===== src/rtl/reg_scoreboard.sv =====
// reg_scoreboard
//   Issue-stage write scoreboard. It holds one pending-write counter for each of
//   the 32 architectural registers. An instruction is stalled while one of its
//   sources has an outstanding write (RAW), or while its destination counter is
//   saturated (WAW). Write-back retires one pending write per cycle.
//
// Optional feature (macro SCOREBOARD_BYPASS_EN):
//   When defined, a write-back completing this cycle is subtracted before the
//   hazard check, so a dependent instruction issues in that same cycle.
//   When undefined, the hazard check uses the registered counts only, and the
//   dependent instruction issues one cycle after the write-back.
//
// Opcode encodings come from `INSTR_LOAD, `INSTR_STORE and `INSTR_ALU_OP. If the
// surrounding build has not defined them, they get local default values here.
//
// Ports:
//   clk, rst            clock; synchronous active-high reset
//   issue_valid, instr  instruction at issue (opcode in instr[31:27])
//   reads_k, read_reg_k source-operand flags and register numbers (k = 0, 1)
//   wb_valid, wb_reg    write-back completion
//   stall, issue_fire   combinational issue control
//   busy_mask           bit r set while register r has pending writes
//   err_underflow       sticky; write-back seen for a register with no pending write

`ifndef INSTR_LOAD
`define INSTR_LOAD   5'b00001
`endif
`ifndef INSTR_STORE
`define INSTR_STORE  5'b00010
`endif
`ifndef INSTR_ALU_OP
`define INSTR_ALU_OP 5'b00011
`endif

module reg_scoreboard #(
    parameter int CNT_W = 2
) (
    input  logic        clk,
    input  logic        rst,
    input  logic        issue_valid,
    input  logic [31:0] instr,
    input  logic        reads_0,
    input  logic        reads_1,
    input  logic [4:0]  read_reg_0,
    input  logic [4:0]  read_reg_1,
    input  logic        wb_valid,
    input  logic [4:0]  wb_reg,
    output logic        stall,
    output logic        issue_fire,
    output logic [31:0] busy_mask,
    output logic        err_underflow
);

    localparam logic [CNT_W-1:0] CNT_MAX = '1;

    logic [CNT_W-1:0] count   [32];
    logic [CNT_W-1:0] eff_cnt [32];
    logic [4:0]       opcode;
    logic             writes;
    logic [4:0]       dest;
    logic             raw_0;
    logic             raw_1;
    logic             waw;
    logic             unused_instr;

    assign opcode       = instr[31:27];
    assign unused_instr = ^{instr[26:22], instr[11:0]};

    // Destination decode; STORE and unknown opcodes write nothing.
    always_comb begin
        writes = 1'b0;
        dest   = 5'd0;
        if (opcode == `INSTR_LOAD) begin
            writes = 1'b1;
            dest   = instr[21:17];
        end else if (opcode == `INSTR_ALU_OP) begin
            writes = 1'b1;
            dest   = instr[16:12];
        end
    end

    // Count used by the hazard check.
    always_comb begin
        for (int r = 0; r < 32; r++) begin
`ifdef SCOREBOARD_BYPASS_EN
            if (wb_valid && (wb_reg == 5'(r)) && (count[r] != '0))
                eff_cnt[r] = count[r] - 1'b1;
            else
                eff_cnt[r] = count[r];
`else
            eff_cnt[r] = count[r];
`endif
        end
    end

    assign raw_0      = issue_valid & reads_0 & (eff_cnt[read_reg_0] != '0);
    assign raw_1      = issue_valid & reads_1 & (eff_cnt[read_reg_1] != '0);
    assign waw        = issue_valid & writes  & (eff_cnt[dest] == CNT_MAX);
    assign stall      = raw_0 | raw_1 | waw;
    assign issue_fire = issue_valid & ~stall;

    always_comb begin
        for (int r = 0; r < 32; r++)
            busy_mask[r] = (count[r] != '0);
    end

    // Counter update: an increment and a decrement on the same register in the
    // same cycle cancel. Saturation is prevented by the WAW stall, so the
    // increment never wraps.
    always_ff @(posedge clk) begin
        if (rst) begin
            for (int r = 0; r < 32; r++)
                count[r] <= '0;
            err_underflow <= 1'b0;
        end else begin
            for (int r = 0; r < 32; r++) begin
                logic inc;
                logic dec;
                inc = issue_fire & writes & (dest == 5'(r));
                dec = wb_valid & (wb_reg == 5'(r)) & (count[r] != '0);
                if (inc && !dec)
                    count[r] <= count[r] + 1'b1;
                else if (dec && !inc)
                    count[r] <= count[r] - 1'b1;
            end
            if (wb_valid && (count[wb_reg] == '0))
                err_underflow <= 1'b1;
        end
    end

endmodule


===== config.mk =====
export PLATFORM = sky130hd
export DESIGN_NAME = reg_scoreboard
export DESIGN_NICKNAME = d
export VERILOG_FILES = /design/src/rtl/reg_scoreboard.sv
export SDC_FILE = /design/constraint.sdc
export NUM_CORES = 1
export LEC_CHECK = 0
export ABC_CLOCK_PERIOD_IN_PS = 3500
export BUFFER_PORTS_ARGS = -buffer_cell sky130_fd_sc_hd__buf_4
export CAP_MARGIN = 20
export CORE_MARGIN = 5
export CORE_UTILIZATION = 59
export DETAILED_ROUTE_END_ITERATION = 8
export HOLD_SLACK_MARGIN = 0.03
export PLACE_DENSITY = 0.86
export SYNTH_ARGS = -nofsm -noshare
export SYNTH_HDL_FRONTEND = slang
export SYNTH_SLANG_ARGS = --single-unit
export TNS_END_PERCENT = 5

===== constraint.sdc =====
create_clock -name clk -period 3.5 [get_ports clk]
set_clock_uncertainty 0.1 [all_clocks]
set_input_delay 0.175 -clock clk [delete_from_list [all_inputs] [get_ports clk]]
set_output_delay 0.175 -clock clk [all_outputs]
set_load 0.01 [all_outputs]

==> results.txt, run 1 <==
- The run finished with clean final reports.
- Of the synthesized area, sequential elements account for 31.4%.
- Die area: 12600 sq um
- After global routing the overflow that remains totals 0.
* Transition time of the tightest slew-check pin: 709 ps
- Power per unit of standard cell area: between 300 and 400 nW/um^2
- In the layout the commonest cells are sky130_fd_sc_hd__nor2_1 (105), sky130_fd_sc_hd__buf_4 (103), sky130_fd_sc_hd__nand2_1 (89).
- CTS tree: yes
- The total count of hold-check failures in the final report came to 0.
- Measured along the x axis, the die boundary spans 112 um.
* Syn Inst Count: 744
* Setup crit start kind: flop
- Yosys Warn Count: 0
- In this run, CTS created clock tree buffers numbering 9.
* Share of the clock period used by the worst path after layout: between 90% and 100%
* Library cell with the largest summed area after synthesis: sky130_fd_sc_hd__edfxtp_1
- Average routed wire per standard cell: 22.3 um
- Category of the critical setup timing path: flop to flop
- Synthesis-stage register bit count: 65
- Clock-pin slew was measured on the worst setup and hold paths at 80 ps.
* Drt first pass iters: 6
* Worst skew pair latency: approximately 370 ps
- In this run the static leakage power is approximately 0.0027 uW.
* Standard-cell row count: 37
- After synthesis the cells add up to slightly above 6000 sq um.
- Of all nets on the critical path, the largest fanout is 38.
- The post-route netlist has 19.9% of its cells at a drive strength greater than 1.
- The layout has 814 filler cells.
- Number of synthesized flops with an enable pin: 64
- Synth async-reset ratio: 0%
- The first global-routing pass estimated ~34 mm of wire.
- Mapped Avg Cell Area: 8.30 sq um
- CTS sink count: 65
- Die Ht: 112 um
* Number of antenna cells inserted: 0
- The signal on the critical path passes through nor2_1 > mux4_2 > nor3_1 > o31a_1 > nor3_2 > buf_12 > nand3_2 > or4_1 > nand3_1.
- In the routed design, unresolved DRC markers number 0.
* Initial antenna violation count: 0
- Initial core utilization: 60.1%
- Count of cells resized by post-cts repair: 0
- 88 I/O pins were placed.
- On the final layout, the worst hold slack is 176 ps.
- Place WS: 187 ps
* Hold Buf Count CTS: 1
- Data on the critical path is required at its endpoint by 3470 ps.
* Postcts setup bufs: 0
* Area share of the leading cell type in the synthesized netlist: between 30% and 40%
- Fin worst setup slack: between 150 and 200 ps
* Maximum number of pins on one net before global-route repair: just under 60
- Violation count after the first detailed-route iteration: 1203
* Dominant cells by area after synthesis: sky130_fd_sc_hd__edfxtp_1 (31%), sky130_fd_sc_hd__mux4_2 (9.5%), sky130_fd_sc_hd__nor2_1 (6.4%)
- On the worst path, the slowest cell contributes a delay of 510 ps.
* Post-detail-place hpwl: 15.4 mm
- The min-delay analysis places its worst path in the category input port to flop.
- Maximum clock frequency: approximately 0.30 GHz
* Port buffer count: 70
* Placeable core region: approximately 10000 sq um
- The worst setup path is captured at a flop.
* IR Drop Worst-Case VDD: between 150 and 200 uV
- Final wirelength: 21.4 mm
- At the worst endpoint, the arrival time is 3280 ps.
- Number of H-tree branching levels: 3
- Final number of setup-violating endpoints: 0
- GRT Util Overall: 33.5%
* Final max-slew violation count: 0
- In the final design database the tool counted roughly 870 nets.
- In the synthesized netlist the dominant register cell turns out to be sky130_fd_sc_hd__edfxtp_1.
* Routability cong.: 1.05
* Vias post-DR: 6731
* Slowest cell on the critical path: sky130_fd_sc_hd__or4_1
* Root buf cell: sky130_fd_sc_hd__clkbuf_8
* Slew Limit Headroom: between 50% and 60%
- Via count of the first global-routing pass: between 6000 and 7000
- Summing internal, switching and leakage power gives 2250 uW.
* Max-capacitance violation count: 0
* Per-cell via count in the routed design: 7.02
- Area growth from synthesis to layout: 16.4%
- The library cell used most frequently in the layout, excluding fill and tap cells, is sky130_fd_sc_hd__nor2_1.
* Setup repair after global routing missed its margin: false
- Syn_nets: ~800
* Number of antenna-violating nets in the routed design: 0
* Clock tree buffer depth: 2
- Setup_tns: 0 ps
- In this run, distinct cell masters in the synthesized netlist total 75.
* Minimum clock period: 3310 ps
==> metrics by stage <==
step | instance area [sq um] | util (%) | instances
2_1_floorplan | 6180 | - | 744
3_5_place_dp | 6980 | 67.9 | 943
4_1_cts | 7190 | 70.0 | 959
3_3_place_gp | 6980 | 67.9 | 943
5_1_grt | 7190 | 70.0 | 959
6_report | 7190 | 70.0 | 959
==> per-layer routing <==
layer | routed length (um) | vias to the layer above | global-route usage (%)
li1 | - | 2919 | -
met1 | 7380 | 3041 | 41.6
met2 | 9650 | 616 | 53.0
met3 | 2860 | 155 | 7.12
met4 | 1530 | 0 | 21.6
met5 | 0 | - | 0
==> where the power goes <==
part           leakage (uW)  total [uW]  switching [uW]  internal (uW)
clock network      0.000101         714             319            395
registers          0.000665         953            50.8            902
logic               0.00191         582             350            232
total               0.00267        2250             720           1530
==> worst max-delay path: cells and delay by family (launching register included) <==
family,cells,cell delay (ps)
flip-flops,1,470
AND/OR/NAND/NOR,6,1520
AO/OA/AOI/OAI,1,300
buffers and inverters,1,240
multiplexers,1,360
==> final timing paths <==
| check | to | slack [ps] | depth (start not counted) | startpoint |
|---|---|---|---|---|
| setup / recovery | count[24][1] | 190 | 9 | count[25][0] |
| hold / removal | err_underflow | 180 | 4 | wb_reg[4] |
| setup reg to reg | count[24][1] | 190 | 9 | count[25][0] |
| hold reg to reg | err_underflow | 410 | 2 | err_underflow |
==> synth_stat cells (5+ instances only) <==
cell and count:
sky130_fd_sc_hd__nand3b_1 6, sky130_fd_sc_hd__a32o_1 5, sky130_fd_sc_hd__nand2b_1 18, sky130_fd_sc_hd__a21oi_1 21
sky130_fd_sc_hd__clkbuf_1 24, sky130_fd_sc_hd__and3_1 14, sky130_fd_sc_hd__nand3_1 52, sky130_fd_sc_hd__nand2_1 89
sky130_fd_sc_hd__buf_2 10, sky130_fd_sc_hd__o21ai_0 13, sky130_fd_sc_hd__buf_1 5, sky130_fd_sc_hd__edfxtp_1 64
sky130_fd_sc_hd__a211oi_1 8, sky130_fd_sc_hd__o2111ai_1 8, sky130_fd_sc_hd__a211o_1 6, sky130_fd_sc_hd__nor3_1 54
sky130_fd_sc_hd__nor4_1 8, sky130_fd_sc_hd__xnor2_1 23, sky130_fd_sc_hd__mux4_2 26, sky130_fd_sc_hd__nor2b_1 14
sky130_fd_sc_hd__nor2_1 105, sky130_fd_sc_hd__mux2i_1 12, sky130_fd_sc_hd__inv_1 39, sky130_fd_sc_hd__nand4_1 26
sky130_fd_sc_hd__xor2_1 8
==> registers in the layout, summed over array words and instances (netlist names) <==
| register | count |
|---|---|
| count | 64 |
| err_underflow | 1 |
==> final cells by class <==
cell class                 count  area, sq um  share of cell area, %
clock buffer                  11          131                   1.83
inverter                      40          150                   2.09
clock inverter                 4         68.8                  0.957
sequential                    65         1940                   27.0
tap                          136          170                   2.37
timing repair buffer         106          823                   11.5
multi-input combinational    597         3900                   54.3
==> logic make-up after synthesis <==
kind of cell	after synthesis	synth area share, %
buffers and inverters	82	5.43
AO/OA/AOI/OAI	102	12.3
XOR/XNOR	31	4.40
flip-flops	65	31.4
adder cells (fa/ha/maj)	1	0.203
multiplexers	44	12.6
AND/OR/NAND/NOR	419	33.7
Power figures use the tool's default switching activity.
==> run 2: changes to the inputs <==
--- a/config.mk
+++ b/config.mk
@@ -12,7 +12,7 @@
 export CORE_UTILIZATION = 59
 export DETAILED_ROUTE_END_ITERATION = 8
 export HOLD_SLACK_MARGIN = 0.03
-export PLACE_DENSITY = 0.86
+export PLACE_DENSITY = 0.84
 export SYNTH_ARGS = -nofsm -noshare
 export SYNTH_HDL_FRONTEND = slang
 export SYNTH_SLANG_ARGS = --single-unit
==> run 2 against run 1 <==
Against the previous run:
- combinational power grew 1%
- non-clock buffer count up 4
- sequential share of layout area increased by 0.11 points
- first-iteration DRC count decreased by 17%
- via count fell by 0.83%
- sequential cell count unchanged
- die area did not move
- global-route usage rose by 0.45 points
- worst hold slack better by 2.8 ps
- final area down 0.42%
- maximum frequency down 2.3%
==> results.txt, run 2 (synthesis gave the netlist of run 1 again) <==
* Post-detail-place hpwl: 16.0 mm (+3.9%)
* Hold Buf Count CTS: 1 (unchanged)
- Hold/Removal Path Class: input port to flop
* Maximum number of pins on one net before global-route repair: 58 (unchanged)
- Number of antenna cells inserted: 0 (unchanged)
* Transition time of the tightest slew-check pin: 779 ps (+69.9 ps)
* Cells along the critical path: nor2_1 > mux4_2 > nor2_1 > nor3_1 > nand4_1 > nor3_2 > buf_12 > o21ai_0 > and2_1 > nor2b_1 > buf_4
- Leaving out fill and tap cells, the most frequent cell in the layout is sky130_fd_sc_hd__buf_4.
* Power per unit of standard cell area: 298 nW/um^2 (-4.9%)
- The largest fanout of any net on the critical path came to 18 (-53%).
* Global-route wire length before repair: 33.8 mm (+0.31%)
- The number of flip-flops under the largest register name came to 64 (unchanged).
* Detailed route wirelength on metal2: 10.1 mm (+4.9%)
- The routed length on met3 is 2.96 mm (+3.5%).
* Number of top-level pins: 88 (unchanged)
- TritonCTS built the clock tree.
* Per-cell via count in the routed design: 6.93 (-1.2%)
* Top cell family by delay on the critical path: simple AND/OR/NAND/NOR gates
* Number of buffers created by CTS: 9 (unchanged)
* IR Drop Worst-Case VDD: 156 uV (-8.2%)
- The residual antenna-violating net count after detailed routing came to 0 (unchanged).
- Static Leak: 0.00266 uW (-0.40%)
- Clock-pin transition on the worst setup and hold timing paths: 80 ps (about the same)
- The arrival time at the worst endpoint came to 3110 ps (-170 ps).
- Number of H-tree branching levels: 3 (unchanged)
- Commonest non-fill, non-tap cells in the layout: sky130_fd_sc_hd__buf_4 (108), sky130_fd_sc_hd__nor2_1 (105), sky130_fd_sc_hd__nand2_1 (89)
* Cell occurring most often along the worst timing path: sky130_fd_sc_hd__nor2_1
- Setup repair after global routing missed its margin: false
* Initial core utilization: 60.1% (unchanged)
* Share of the clock period used by the worst path after layout: 96.8% (+2.2 points)
* Final wirelength: 21.9 mm (+2.2%)
- The initial antenna violation count came to 0 (unchanged).
- The die area came to 12600 sq um (unchanged).
- Power Total: 2130 uW (-5.3%)
* GRT Util Overall: 34.0% (+0.45 points)
- Final max-slew violation count: 0 (unchanged)
* Drc violations: 0 (unchanged)
- The highest clock rate is 0.295 GHz (-2.3%).
* Max-capacitance violation count: 0 (unchanged)
* Placeable core region: 10300 sq um (unchanged)
- The relative max-transition margin was 47.9% (-4.8 points).
- The DRC violation total after the first TritonRoute iteration is 994 (-17%).
* Slowest cell on the critical path: sky130_fd_sc_hd__edfxtp_1
- Root buf cell: sky130_fd_sc_hd__clkbuf_8
* Final-report hold violation count: 0 (unchanged)
* Clock tree buffer depth: 2 (unchanged)
- The aggregate negative setup slack was 0 ps (unchanged).
- The routed wire length per instance came to 22.7 um (+1.8%).
- Topmost layer with routed signal wires: met4
* Via count of the first global-routing pass: 6413 (-1.0%)
- Setup crit start kind: flop
- The final net count is 877 (+0.46%).
- The vertical die dimension is 112 um (unchanged).
- Critical path endpoint category: primary output
* Required time of the critical path: 3220 ps (-250 ps)
- The count of final setup violators is 0 (unchanged).
* Register with the most flip-flops: count
- The layout cell share with drive strength beyond 1 came to 20.3% (+0.39 points).
* Port buffer count: 70 (unchanged)
* Drt first pass iters: 6 (unchanged)
- The worst-case register-to-register setup slack came to 150 ps (-40 ps).
* Total global routing overflow: 0 (unchanged)
- Minimum clock period: 3390 ps (+77.8 ps)
- The clock latency of the later-clocked register in the worst-skew pair is 370 ps (about the same).
* Chip width: 112 um (unchanged)
- The placer's final routability congestion estimate came to 1.00 (-4.3%).
- The detailed-route via count was 6675 (-0.83%).
- Standard-cell row count: 37 (unchanged)
- Status: finished clean
* Met1 routed wirelength after detailed routing: 7.23 mm (-2.0%)
- Count of cells resized by post-cts repair: 0 (unchanged)
- The total area of multi-input combinational cells was 3900 sq um (unchanged).
* Slowest Stage Delay on Critical Path: 500 ps (about the same)
* CP Buf/Inv Count: 2 (+1)
- CTS sink count: 65 (unchanged)
- The number of buffers inserted to repair setup after CTS is 0 (unchanged).
- The worst setup path is of the flop to primary output kind.
- Area growth from synthesis to layout: 15.9%
- Fill cell instance count of the final layout: 879 (+8.0%)
- The area occupied by registers came to 1940 sq um (unchanged).
- Largest regs: count: 64 flops, err_underflow: 1 flops
[run 2: power breakdown]
group          internal, uW  switching [uW]  total (uW)
clock network           249             340         589
logic                   236             353         588
registers               902            51.3         953
[run 2: cell type report]
cell class / instances / share of cell area (%)
multi-input combinational: 597 / 54.5
sequential: 65 / 27.1
timing repair buffer: 110 / 11.7
tap: 136 / 2.38
inverter: 40 / 2.10
clock buffer: 11 / 1.84
clock inverter: 4 / 0.297
[run 2: worst paths after layout]
kind	end	cells past startpoint	from
max	issue_fire	11	count[12][0]
max reg2reg	count[28][1]	9	count[12][0]
min	err_underflow	4	wb_reg[4]
min reg2reg	err_underflow	2	err_underflow
[run 2: tightest hold or removal path, cell delays in order]
cell and delay, ps:
sky130_fd_sc_hd__buf_4 120, sky130_fd_sc_hd__mux2_2 170, sky130_fd_sc_hd__a21oi_1 60, sky130_fd_sc_hd__nor2_1 90
[run 2: per-layer routing]
layer  vias up  track usage (%)
met4         0             21.0
met2       552             55.2
met1      3045             40.7
met5         -                0
met3       155             8.03
li1       2923                -
[run 2: through the flow]
stage | hold WS, ps | cells | setup slack [ps] | util (%) | instance area, sq um
detailed placement | 389 | 947 | 105 | 68.1 | 7000
finish | 179 | 963 | 112 | 69.7 | 7160
CTS | 185 | 963 | 222 | 69.7 | 7160
global placement | 351 | 947 | 143 | 68.1 | 7000
floorplan | 216 | 744 | 396 | - | 6180
global route | 243 | 963 | 61.1 | 69.7 | 7160
